==> config.mk <==
export PLATFORM = sky130hd
export DESIGN_NAME = spx_fifo_ctrl
export DESIGN_NICKNAME = d
export VERILOG_FILES = /design/src/rtl/spx_fifo_ctrl.sv
export SDC_FILE = /design/constraint.sdc
export NUM_CORES = 1
export LEC_CHECK = 0
export CORE_ASPECT_RATIO = 0.7
export CORE_UTILIZATION = 30
export CTS_BUF_LIST = sky130_fd_sc_hd__clkbuf_2 sky130_fd_sc_hd__clkbuf_4 sky130_fd_sc_hd__clkbuf_8
export DETAILED_ROUTE_END_ITERATION = 12
export PLACE_DENSITY = 0.57
export SYNTH_ARGS = -nofsm -noshare
export SYNTH_HDL_FRONTEND = slang
export SYNTH_SLANG_ARGS = --single-unit
==> constraint.sdc <==
create_clock -name clk -period 4.4 [get_ports clk]
set_input_delay 0.88 -clock clk [delete_from_list [all_inputs] [get_ports clk]]
set_output_delay 0.88 -clock clk [all_outputs]
set_load 0.1 [all_outputs]
==> src/rtl/spx_fifo_ctrl.sv <==
// ---------------------------------------------------------------------------
// spx_fifo_ctrl
// Turns one single-port synchronous RAM (one access per clock) into a FIFO
// with independent write and read handshakes. Reads own the RAM port first.
// A 2-entry write buffer holds accepted writes until a cycle is free to
// commit them. Read data comes straight from the RAM's output register.
// ---------------------------------------------------------------------------
module spx_fifo_ctrl #(
    parameter int ADDRBIT = 11,
    parameter int DEPTH   = 1536,
    parameter int WIDTH   = 32
) (
    input  logic               clk,
    input  logic               rst,
    input  logic               wr_en,
    input  logic [WIDTH-1:0]   wr_data,
    output logic               wr_rdy,
    input  logic               rd_en,
    output logic               rd_rdy,
    output logic [WIDTH-1:0]   rd_data,
    output logic               rd_vld,
    output logic [ADDRBIT:0]   level,
    output logic               wr_err,
    output logic               rd_err,
    output logic [ADDRBIT-1:0] ram_a,
    output logic               ram_we,
    output logic [WIDTH-1:0]   ram_di,
    input  logic [WIDTH-1:0]   ram_do
);

    // Occupancy compares are done at ADDRBIT+1 bits so DEPTH == 2^ADDRBIT fits.
    localparam logic [ADDRBIT:0]   DEPTH_L  = (ADDRBIT + 1)'(DEPTH);
    localparam logic [ADDRBIT-1:0] LAST_PTR = ADDRBIT'(DEPTH - 1);

    // What the single RAM port does this cycle.
    typedef enum logic [1:0] {
        OP_IDLE,
        OP_READ,
        OP_DRAIN
    } port_op_e;

    // Registered state
    logic [ADDRBIT-1:0] r_wptr;
    logic [ADDRBIT-1:0] r_rptr;
    logic [ADDRBIT:0]   r_cnt;      // committed RAM entries
    logic [1:0]         r_wb;       // write-buffer fill, 0..2
    logic [WIDTH-1:0]   r_wbuf [0:1];
    logic               r_rd_vld;
    logic               r_wr_err;
    logic               r_rd_err;

    // Combinational decode
    logic [ADDRBIT:0]   w_level;
    logic               w_wb_room;
    logic               w_wr_rdy;
    logic               w_rd_rdy;
    logic               w_push;
    logic               w_drain;
    logic               w_tail;
    logic [1:0]         w_wb_next;
    port_op_e           w_op;

    // Pointers wrap at DEPTH-1, which need not be a power of two.
    function automatic logic [ADDRBIT-1:0] next_ptr(input logic [ADDRBIT-1:0] p);
        return (p == LAST_PTR) ? '0 : p + 1'b1;
    endfunction

    assign w_level   = r_cnt + (ADDRBIT + 1)'(r_wb);
    assign w_wb_room = (r_wb != 2'd2);
    assign w_wr_rdy  = !rst && (w_level < DEPTH_L) && w_wb_room;
    // Reads stall while the buffer is full so the drain gets the port.
    assign w_rd_rdy  = !rst && (r_cnt != '0) && w_wb_room;

    assign w_push    = wr_en && w_wr_rdy;
    assign w_drain   = (w_op == OP_DRAIN);
    // After a pop the tail slot moves down by one.
    assign w_tail    = (r_wb == 2'd1) && !w_drain;
    assign w_wb_next = r_wb + {1'b0, w_push} - {1'b0, w_drain};

    // Port arbitration: accepted read first, then buffer drain, else idle read.
    always_comb begin
        // NOTE: every output of this block gets a default first so no path
        // leaves a signal unassigned, which would infer a latch.
        w_op   = OP_IDLE;
        ram_we = 1'b0;
        ram_a  = r_rptr;
        ram_di = r_wbuf[0];
        if (rd_en && w_rd_rdy) begin
            w_op = OP_READ;
        end else if (!rst && (r_wb != 2'd0)) begin
            w_op   = OP_DRAIN;
            ram_we = 1'b1;
            ram_a  = r_wptr;
        end
    end

    // Pointers, counts and status pulses with synchronous reset.
    always_ff @(posedge clk) begin
        // NOTE: state is updated with non-blocking assignments so every
        // register samples the pre-edge values regardless of statement order.
        if (rst) begin
            r_wptr   <= '0;
            r_rptr   <= '0;
            r_cnt    <= '0;
            r_wb     <= '0;
            r_rd_vld <= 1'b0;
            r_wr_err <= 1'b0;
            r_rd_err <= 1'b0;
        end else begin
            r_rd_vld <= (w_op == OP_READ);
            r_wr_err <= wr_en && !w_wr_rdy;
            r_rd_err <= rd_en && !w_rd_rdy;
            r_wb     <= w_wb_next;
            case (w_op)
                OP_READ: begin
                    r_rptr <= next_ptr(r_rptr);
                    r_cnt  <= r_cnt - 1'b1;
                end
                OP_DRAIN: begin
                    r_wptr <= next_ptr(r_wptr);
                    r_cnt  <= r_cnt + 1'b1;
                end
                default: ;
            endcase
        end
    end

    // Write-buffer payload: shift on pop, then store the new word at the tail.
    always_ff @(posedge clk) begin
        // NOTE: the payload slots carry no reset; r_wb alone says which are
        // meaningful, so clearing data would only add reset fan-out.
        if (w_drain) begin
            r_wbuf[0] <= r_wbuf[1];
        end
        if (w_push) begin
            r_wbuf[w_tail] <= wr_data;
        end
    end

    assign wr_rdy  = w_wr_rdy;
    assign rd_rdy  = w_rd_rdy;
    assign level   = w_level;
    assign rd_vld  = r_rd_vld;
    assign rd_data = ram_do;
    assign wr_err  = r_wr_err;
    assign rd_err  = r_rd_err;

endmodule
### Word level (Yosys, flattened, before mapping)

Memories as Yosys holds them, arrays and structs flattened.
Index checks and enable logic that the tools add are counted.

* bitwise logic cells: 0
* div/mod/pow operators: 0
* shift operators: 0
* add/subtract/negate cells: 7
* muxes and demuxes: 13
* order comparisons: 1
* reduce and logical (&&, ||, !) cells: 17
* $mul: 0
* equal/unequal tests: 6

Operators by type and width (count)
* $mux W11: 4
* $pmux W12 S2: 1
* $add A11 B1 Y11 const B: 2
* $eq A11 B11 Y1 const B: 2
* $add A12 B1 Y12 const B: 1
* $add A12 B2 Y12: 1
* $lt A12 B11 Y1 const B: 1
* $reduce_bool A12 Y1: 1
* $sub A12 B1 Y12 const B: 1
* $logic_and A1 B1 Y1: 10
* $mux W1: 6
* $eq A2 B1 Y1 const B: 2
* $logic_not A1 Y1: 4
* $mux W2: 2
* $reduce_bool A2 Y1: 2
* $add A2 B1 Y2: 1
* $eq A2 B2 Y1 const B: 1
* $ne A2 B2 Y1 const B: 1
* $sub A2 B1 Y2: 1

* register bits after elaboration: 39
* ROM bits: 0
* bits in latches: 0
* memories: 1
* RAM bits: 64
* input bits: 68

Memory list
* r_wbuf: depth 2, width 32, read ports 2, clocked after Yosys merged registers in 0, write ports 2, line 47 `logic [WIDTH-1:0] r_wbuf [0:1];`

### Logic depth before layout (Yosys ltp)

* depth in word-level cells: 8
* gate-level depth with buffers: 12

### Least setup slack after synthesis

OpenSTA, ideal clock, no wires.

* kind: register to register
* start point: reg r_cnt[1]
* end point: mem r_wbuf[1][0] (enable)
* stages on the path, launching flop included: 8
* library setup time: 0.421 ns
* data required time: 3.979 ns
* arrival: 4.400 ns
* buffers on the path: 0
* path slack: -0.421 ns
* cell sequence: dfxtp_1 ha_1 a21oi_1 nor4_1 xor2_1 a211oi_4 nand2_1 nor2_1

RTL lines
* start, declared: line 45 `logic [ADDRBIT:0] r_cnt;`
* start signal, assigned: line 117 `r_cnt <= r_cnt - 1'b1;`
* start signal, assigned: line 121 `r_cnt <= r_cnt + 1'b1;`
* end, declared: line 47

### Worst setup path in the final report

* start point: in rst
* end point: out ram_a[8]

* word-level cells in the longest chain between the ends: 5
* elaborated cells on any way between the ends: 7

RTL lines
* start, declared: line 14 `input logic rst,`
* $logic_not A1 Y1 *: line 72, 90
* $logic_and A1 B1 Y1 (2 in series): line 72 `assign w_rd_rdy = !rst && (r_cnt != '0) && w_wb_room;`
* $logic_and A1 B1 Y1: line 88 `if (rd_en && w_rd_rdy) begin`
* $mux W11 *: line 88
* end, declared: line 25 `output logic [ADDRBIT-1:0] ram_a,`

Mark *: on every way between the ends. The rest lies on a longest branch, timed or not.

==> run metrics <==
status finished, final reports clean; Avg Synthesized Cell Area 12.3 um^2; Synth area leaders edfxtp_1 37%, dfxtp_1 15%, mux2_4 8.3%, buf_4 4.7%, ha_1 4.3%; Synth top area share 0.368; r2r endpoint r_cnt[11]; Die Area 18,000 um^2; Period minus WS final 4.16 ns; drt via density 4.68; Hold-fix buffers, CTS 0; GRT Overall Usage 0.123; post-route insts no fill 728; met2 WL 4.67 mm; Cell Pwr Density 764 nW/um^2; Worst-Margin Slew 1.02 ns; Wirelength per Cell 15.3 um; CTS tree built; Placed Cells 712; Ant. Diodes 0; nets@finish approximately 590; max cap viols 0; P_sw 2590 uW; Yosys reg bits 103; Post-Syn Nets a little over 500; reg-to-reg startpoint r_cnt[5]; most common cell in the netlist edfxtp_1; peak supply drop 0.000595 V; global-route wire length before repair 17.4 mm; antenna violations before repair 0; Worst Setup End Kind output port; Routed WL 11.1 mm; Max transition margin 0.315; Clock Latency Late Sink approximately 0.38 ns; root buf cell clkbuf_8; Reg clk slew, reported paths 0.11 ns; number of global-route vias before repair 3,252; WP data required 3.52 ns; Vias 3,410; CORE AREA 16,700 um^2; DRC viols 0; CP Launch Point rst; FF-to-FF path depth 11; FF+latch area 2700 um^2; Placement Rows 39; H-tree Lvls 3; Syn Inst Count 426; mapped cell area ~5200 um^2; Starting Density 0.313; CP arrival 3.28 ns; HPWL after DPL 8.03 mm; 1st-iter DRT viols 202; post-synth cell types 46; RD Place Congestion 0.814; Post-CTS Setup Bufs 0; Clock Path Buffers 2; Boundary Pins about 160; Comb pwr share 0.595; Ys Warns 0; WL met1 5.57 mm; WL met3 655 um; unrepaired setup endpoints after global routing no; crit start category input port; port bufs 96; Syn-to-layout area delta 24.9%; cts repair resizes 0; Synth area leader edfxtp_1; layout cells sized above 1 0.193; Synth Flop Type edfxtp_1; die width 160 um; fin crit share 0.944; clk_skew ~0.008 ns; kind of critical path input port to output port; sequential fraction of design power 0.287; sw frac 0.518; Final ANT Viol Nets 0; Post-synth ARST share 0; reg-to-reg slack, setup approximately 1.1 ns; Top Metal Used met4; die height 112 um; TritonRoute pass-1 iters 4; number of synthesized flops with an enable pin 64; Final Slew Violations 0; sequential fraction of the synthesis area 0.517; gr ovfl total 0; Int Pwr ~2400 uW; Clock power frac 0.118; critical-path maximum fanout 23; Synth top cells by count 64 x edfxtp_1, 39 x dfxtp_1, 38 x nor2_1, 33 x buf_4, 29 x mux2_4; Fill cells roughly 1,600; final setup fails 0; P_leak around 0.0025 uW; worst min-delay path class flop to flop; fmax approximately 240 MHz; multi-input combinational cell area 2200 um^2; pin count of the biggest net entering global routing 33; CP endpoint ram_a[8]; Final Hold Vio Count 0; CTS buffer count 9; clk sink count 103; TNS Setup 0 ns
## registers in the layout, indices dropped and copies added (netlist names)
name,flops
rd_vld,1
r_wbuf,64
wr_err,1
r_rptr,11
r_cnt,12
r_wb,2
rd_err,1
r_wptr,11
## worst min-delay path by stage
stage / endpoint / startpoint / depth (start not counted) / slack, ns
2_1_floorplan: r_wptr[1] / r_wptr[1] / 2 / 0.47
3_3_place_gp: r_rptr[9] / r_rptr[9] / 2 / 0.51
3_5_place_dp: r_rptr[1] / r_rptr[1] / 2 / 0.51
4_1_cts: r_rptr[1] / r_rptr[1] / 2 / 0.53
5_1_grt: r_rptr[1] / r_rptr[1] / 2 / 0.55
6_report: r_rptr[1] / r_rptr[1] / 2 / 0.53
## power groups by stage
stage          Combinational [uW]  Sequential (uW)  Clock, uW
6_report                     2970             1430        587
5_1_grt                      3130             1460        645
4_1_cts                      2980             1430        618
3_5_place_dp                 2970             1450          0
3_3_place_gp                 2950             1460          0
2_1_floorplan                1860             2060          0
## cells in the final DEF (no fill, tap or decap), types with 5 or more instances in the layout
| master | instances |
|---|---|
| dfxtp_1 | 39 |
| xor2_1 | 20 |
| a21oi_1 | 14 |
| buf_4 | 19 |
| mux2i_1 | 9 |
| clkbuf_8 | 9 |
| nor4_1 | 5 |
| nand3_1 | 7 |
| mux2_4 | 29 |
| nor3_1 | 5 |
| o21ai_0 | 11 |
| inv_1 | 7 |
| xnor2_1 | 16 |
| nor2_1 | 37 |
| ha_1 | 18 |
| nand2_1 | 20 |
| nand4_1 | 12 |
| edfxtp_1 | 64 |
| mux2_2 | 14 |
| buf_12 | 13 |
| clkdlybuf4s50_1 | 72 |
| and3_1 | 7 |
## metal layers
| metal | track usage | up-vias |
|---|---|---|
| met4 | 0.0470 | 0 |
| li1 | - | 1665 |
| met2 | 0.179 | 88 |
| met5 | 0 | - |
| met1 | 0.170 | 1625 |
| met3 | 0.0351 | 32 |
## kinds of logic (layout without fill, tap and decap cells)
kind of cell               after synthesis  count (layout)  share of synthesized area
AOI/OAI and AO/OA                       46              46                     0.0591
xor gates and xnor gates                37              37                     0.0620
adders and majority gates               20              20                     0.0507
buffers and inverters                   50             127                     0.0646
DFF                                    103             103                      0.517
muxes                                   52              52                      0.131
and+or+nand+nor                        118             118                      0.116
## cell type report
| class | count | area share |
|---|---|---|
| Sequential cell | 103 | 0.414 |
| Multi-Input combinational cell | 273 | 0.337 |
| Timing Repair Buffer | 104 | 0.172 |
| Tap cell | 225 | 0.0431 |
| Clock buffer | 9 | 0.0190 |
| Clock inverter | 7 | 0.0109 |
| Inverter | 7 | 0.00402 |
## stage by stage
stage | instance area, um^2 | hold slack, ns | setup slack, ns | util | total power, uW
after global placement | 6340 | 0.512 | 0.319 | 0.380 | 4400
after detailed placement | 6340 | 0.513 | 0.234 | 0.380 | 4430
after floorplan | 5240 | 0.467 | 0.192 | - | 3930
final | 6530 | 0.532 | 0.245 | 0.391 | 4990
after global routing | 6530 | 0.553 | 0.0773 | 0.391 | 5240
after CTS | 6530 | 0.530 | 0.210 | 0.391 | 5040
## critical path, cell delays in order
cell and delay [ns]:
clkdlybuf4s50_1 0.48, buf_4 0.27, a21oi_1 0.11, nand3_1 0.14, nand2b_1 0.23, inv_1 0.53
mux2_2 0.44, buf_12 0.17
Note: power is estimated with default switching activity, not from simulation.
==> RTL edit: new RTL, same flow settings <==
Reset style: asynchronous (`rst`), changed in one clocked block. Comments in the files are not updated.
--- a/src/rtl/spx_fifo_ctrl.sv
+++ b/src/rtl/spx_fifo_ctrl.sv
@@ -95,7 +95,7 @@
     end
 
     // Pointers, counts and status pulses with synchronous reset.
-    always_ff @(posedge clk) begin
+    always_ff @(posedge clk or posedge rst) begin
         // NOTE: state is updated with non-blocking assignments so every
         // register samples the pre-edge values regardless of statement order.
         if (rst) begin
Check against the original RTL: differs if rst is asserted again (counterexample within 4 cycles, from zero or initial values and one cycle with rst high); with rst held inactive, the same outputs for 10 cycles.
==> RTL edit against the unedited design <==
  * Clock skew rose by 0.0033 ns
  * Final area rose by 1.7%
  * Setup slack better by 0.21 ns
  * Critical path depth is the same
  * Via count is 1.4% higher
  * Area after synthesis is 2.0% higher
  * Sequential cell count is the same
  * Wire length rose by 0.77%
Power is not shown: default switching activity piles up to over one toggle a cycle in this logic, so the estimate is an artifact.
==> RTL edit: results (changes against the unedited design) <==
.. list-table::
   :header-rows: 1

   * - Metric
     - Value
   * - Status
     - completed
   * - First-iteration detailed-routing DRC count
     - 140 (-31%)
   * - Via count of the first global-routing pass
     - 3,418 (+5.1%)
   * - Signal arrival time at the worst endpoint
     - 3.07 ns (-0.21 ns)
   * - Ranking of synthesized cells by instance count
     - edfxtp_1 (64), nand2_1 (53), dfrtp_1 (39)
   * - Placer Congestion
     - 0.8479 (+4.2%)
   * - Global-route wire length before repair
     - 17.84 mm (+2.5%)
   * - Antenna diode instance count
     - 0 (unchanged)
   * - Pin count of the biggest net entering global routing
     - 41 (+24%)
   * - Pre-Repair DR Iteration Count
     - 7 (+3)
   * - Sequential fraction of the synthesis area
     - 54.33% (+2.6 points)
   * - Final-stage net count
     - 591 (+0.85%)
   * - Clock Path Buffers
     - 2 (unchanged)
   * - Hold Slack
     - 0.5027 ns (-0.02978 ns)
   * - Largest cells by area after synthesis
     - edfxtp_1 (36%), dfrtp_1 (18%), mux2_4 (8.2%)
   * - Post-Route Skew
     - 0.01128 ns (+0.003310 ns)
   * - Count of fill cells added during filler insertion
     - 1,634 (+2.4%)
   * - HPWL after detailed placement
     - 8.098 mm (+0.83%)
   * - Clock transition at the registers of the reported paths
     - 0.09 ns (-0.02 ns)
   * - FF-to-FF setup slack
     - 1.06 ns (-0.03 ns)
   * - Total CTS buffers
     - 9 (unchanged)
   * - Fraction of registers with async set/reset
     - 37.86% (+38 points)
   * - Total track usage
     - 12.47% (+0.22 points)
   * - Drt total wl
     - 11.22 mm (+0.77%)
   * - Synthesized netlist net count
     - 523 (+1.8%)
   * - Post-detailed-route via-to-cell ratio
     - 4.684 (about the same)
   * - Number of enable flip-flop cells after synthesis
     - 64 (unchanged)
   * - Count of unique library cells instantiated by Yosys
     - 45 (-2.2%)
   * - Maximum fanout along the worst path
     - 27 (+17%)
   * - Layout cells sized above 1
     - 19.53% (+0.24 points)
   * - Worst max-slew margin expressed relative to the limit
     - 31.91% (+0.41 points)
## RTL edit: changes by cell type in the layout (fill, tap and decap cells not counted), moves of 7 or more
cell and delta:
o21ai_0 +7, xor2_1 -9, mux2i_1 -7, nand3_1 +7, dfrtp_1 +39, nor2_1 -21, nand4_1 -7, dfxtp_1 -39
nand2_2 +9, nand2_1 +24
## RTL edit: critical path, stage by stage
cell and delay [ns]:
clkdlybuf4s50_1 0.50, inv_1 0.07, a31o_2 0.23, o21bai_2 0.51
buf_4 0.39, nand2_1 0.11, o21ai_1 0.15, buf_12 0.21
## RTL edit: cells by family after synthesis
| logic type | Yosys count | share of synthesized area, % |
|---|---|---|
| XOR/XNOR | 31 | 5.090 |
| multiplexers | 39 | 10.23 |
| adder cells (fa/ha/maj) | 20 | 4.973 |
| AND/OR/NAND/NOR | 120 | 10.67 |
| buffers and inverters | 56 | 6.685 |
| flip-flops | 103 | 54.33 |
| AO/OA/AOI/OAI | 66 | 8.023 |
## RTL edit: worst paths after layout
check,endpoint,from,depth (start not counted)
max,ram_a[9],rd_en,8
min,r_rptr[8]$_DFFE_PP0P_,r_rptr[8]$_DFFE_PP0P_,1
max reg2reg,r_wbuf[0][23]$_DFFE_PP_,r_cnt[0]$_DFFE_PP0P_,9
min reg2reg,r_rptr[8]$_DFFE_PP0P_,r_rptr[8]$_DFFE_PP0P_,1
max in group asynchronous,r_wptr[9]$_DFFE_PP0P_,rst,3
min in group asynchronous,r_cnt[0]$_DFFE_PP0P_,rst,3
## RTL edit: final cells by class
| class | instances | share of cell area (%) |
|---|---|---|
| clock inverters | 6 | 0.9414 |
| flip-flops and latches | 103 | 43.61 |
| inverters | 11 | 0.6778 |
| multi-input cells | 276 | 31.91 |
| well taps | 231 | 4.349 |
| clock buffers | 9 | 1.864 |
| repair buffers | 102 | 16.64 |
## RTL edit: metrics by stage
step	instance area [um^2]	setup slack, ns	instances	utilization [%]
floorplan	5376	0.01265	435	-
global placement	6459	0.5393	723	37.41
detailed placement	6459	0.4577	723	37.41
CTS	6645	0.4449	738	38.49
global route	6645	0.2920	738	38.49
finish	6645	0.4508	738	38.49
## RTL edit: routing by layer
layer / share of wire (%) / up-vias / track usage, %
li1: - / 1664 / -
met1: 47 / 1680 / 16.15
met2: 47 / 84 / 19.77
met3: 4.9 / 29 / 4.327
met4: 1.3 / 0 / 3.522
met5: 0 / - / 0
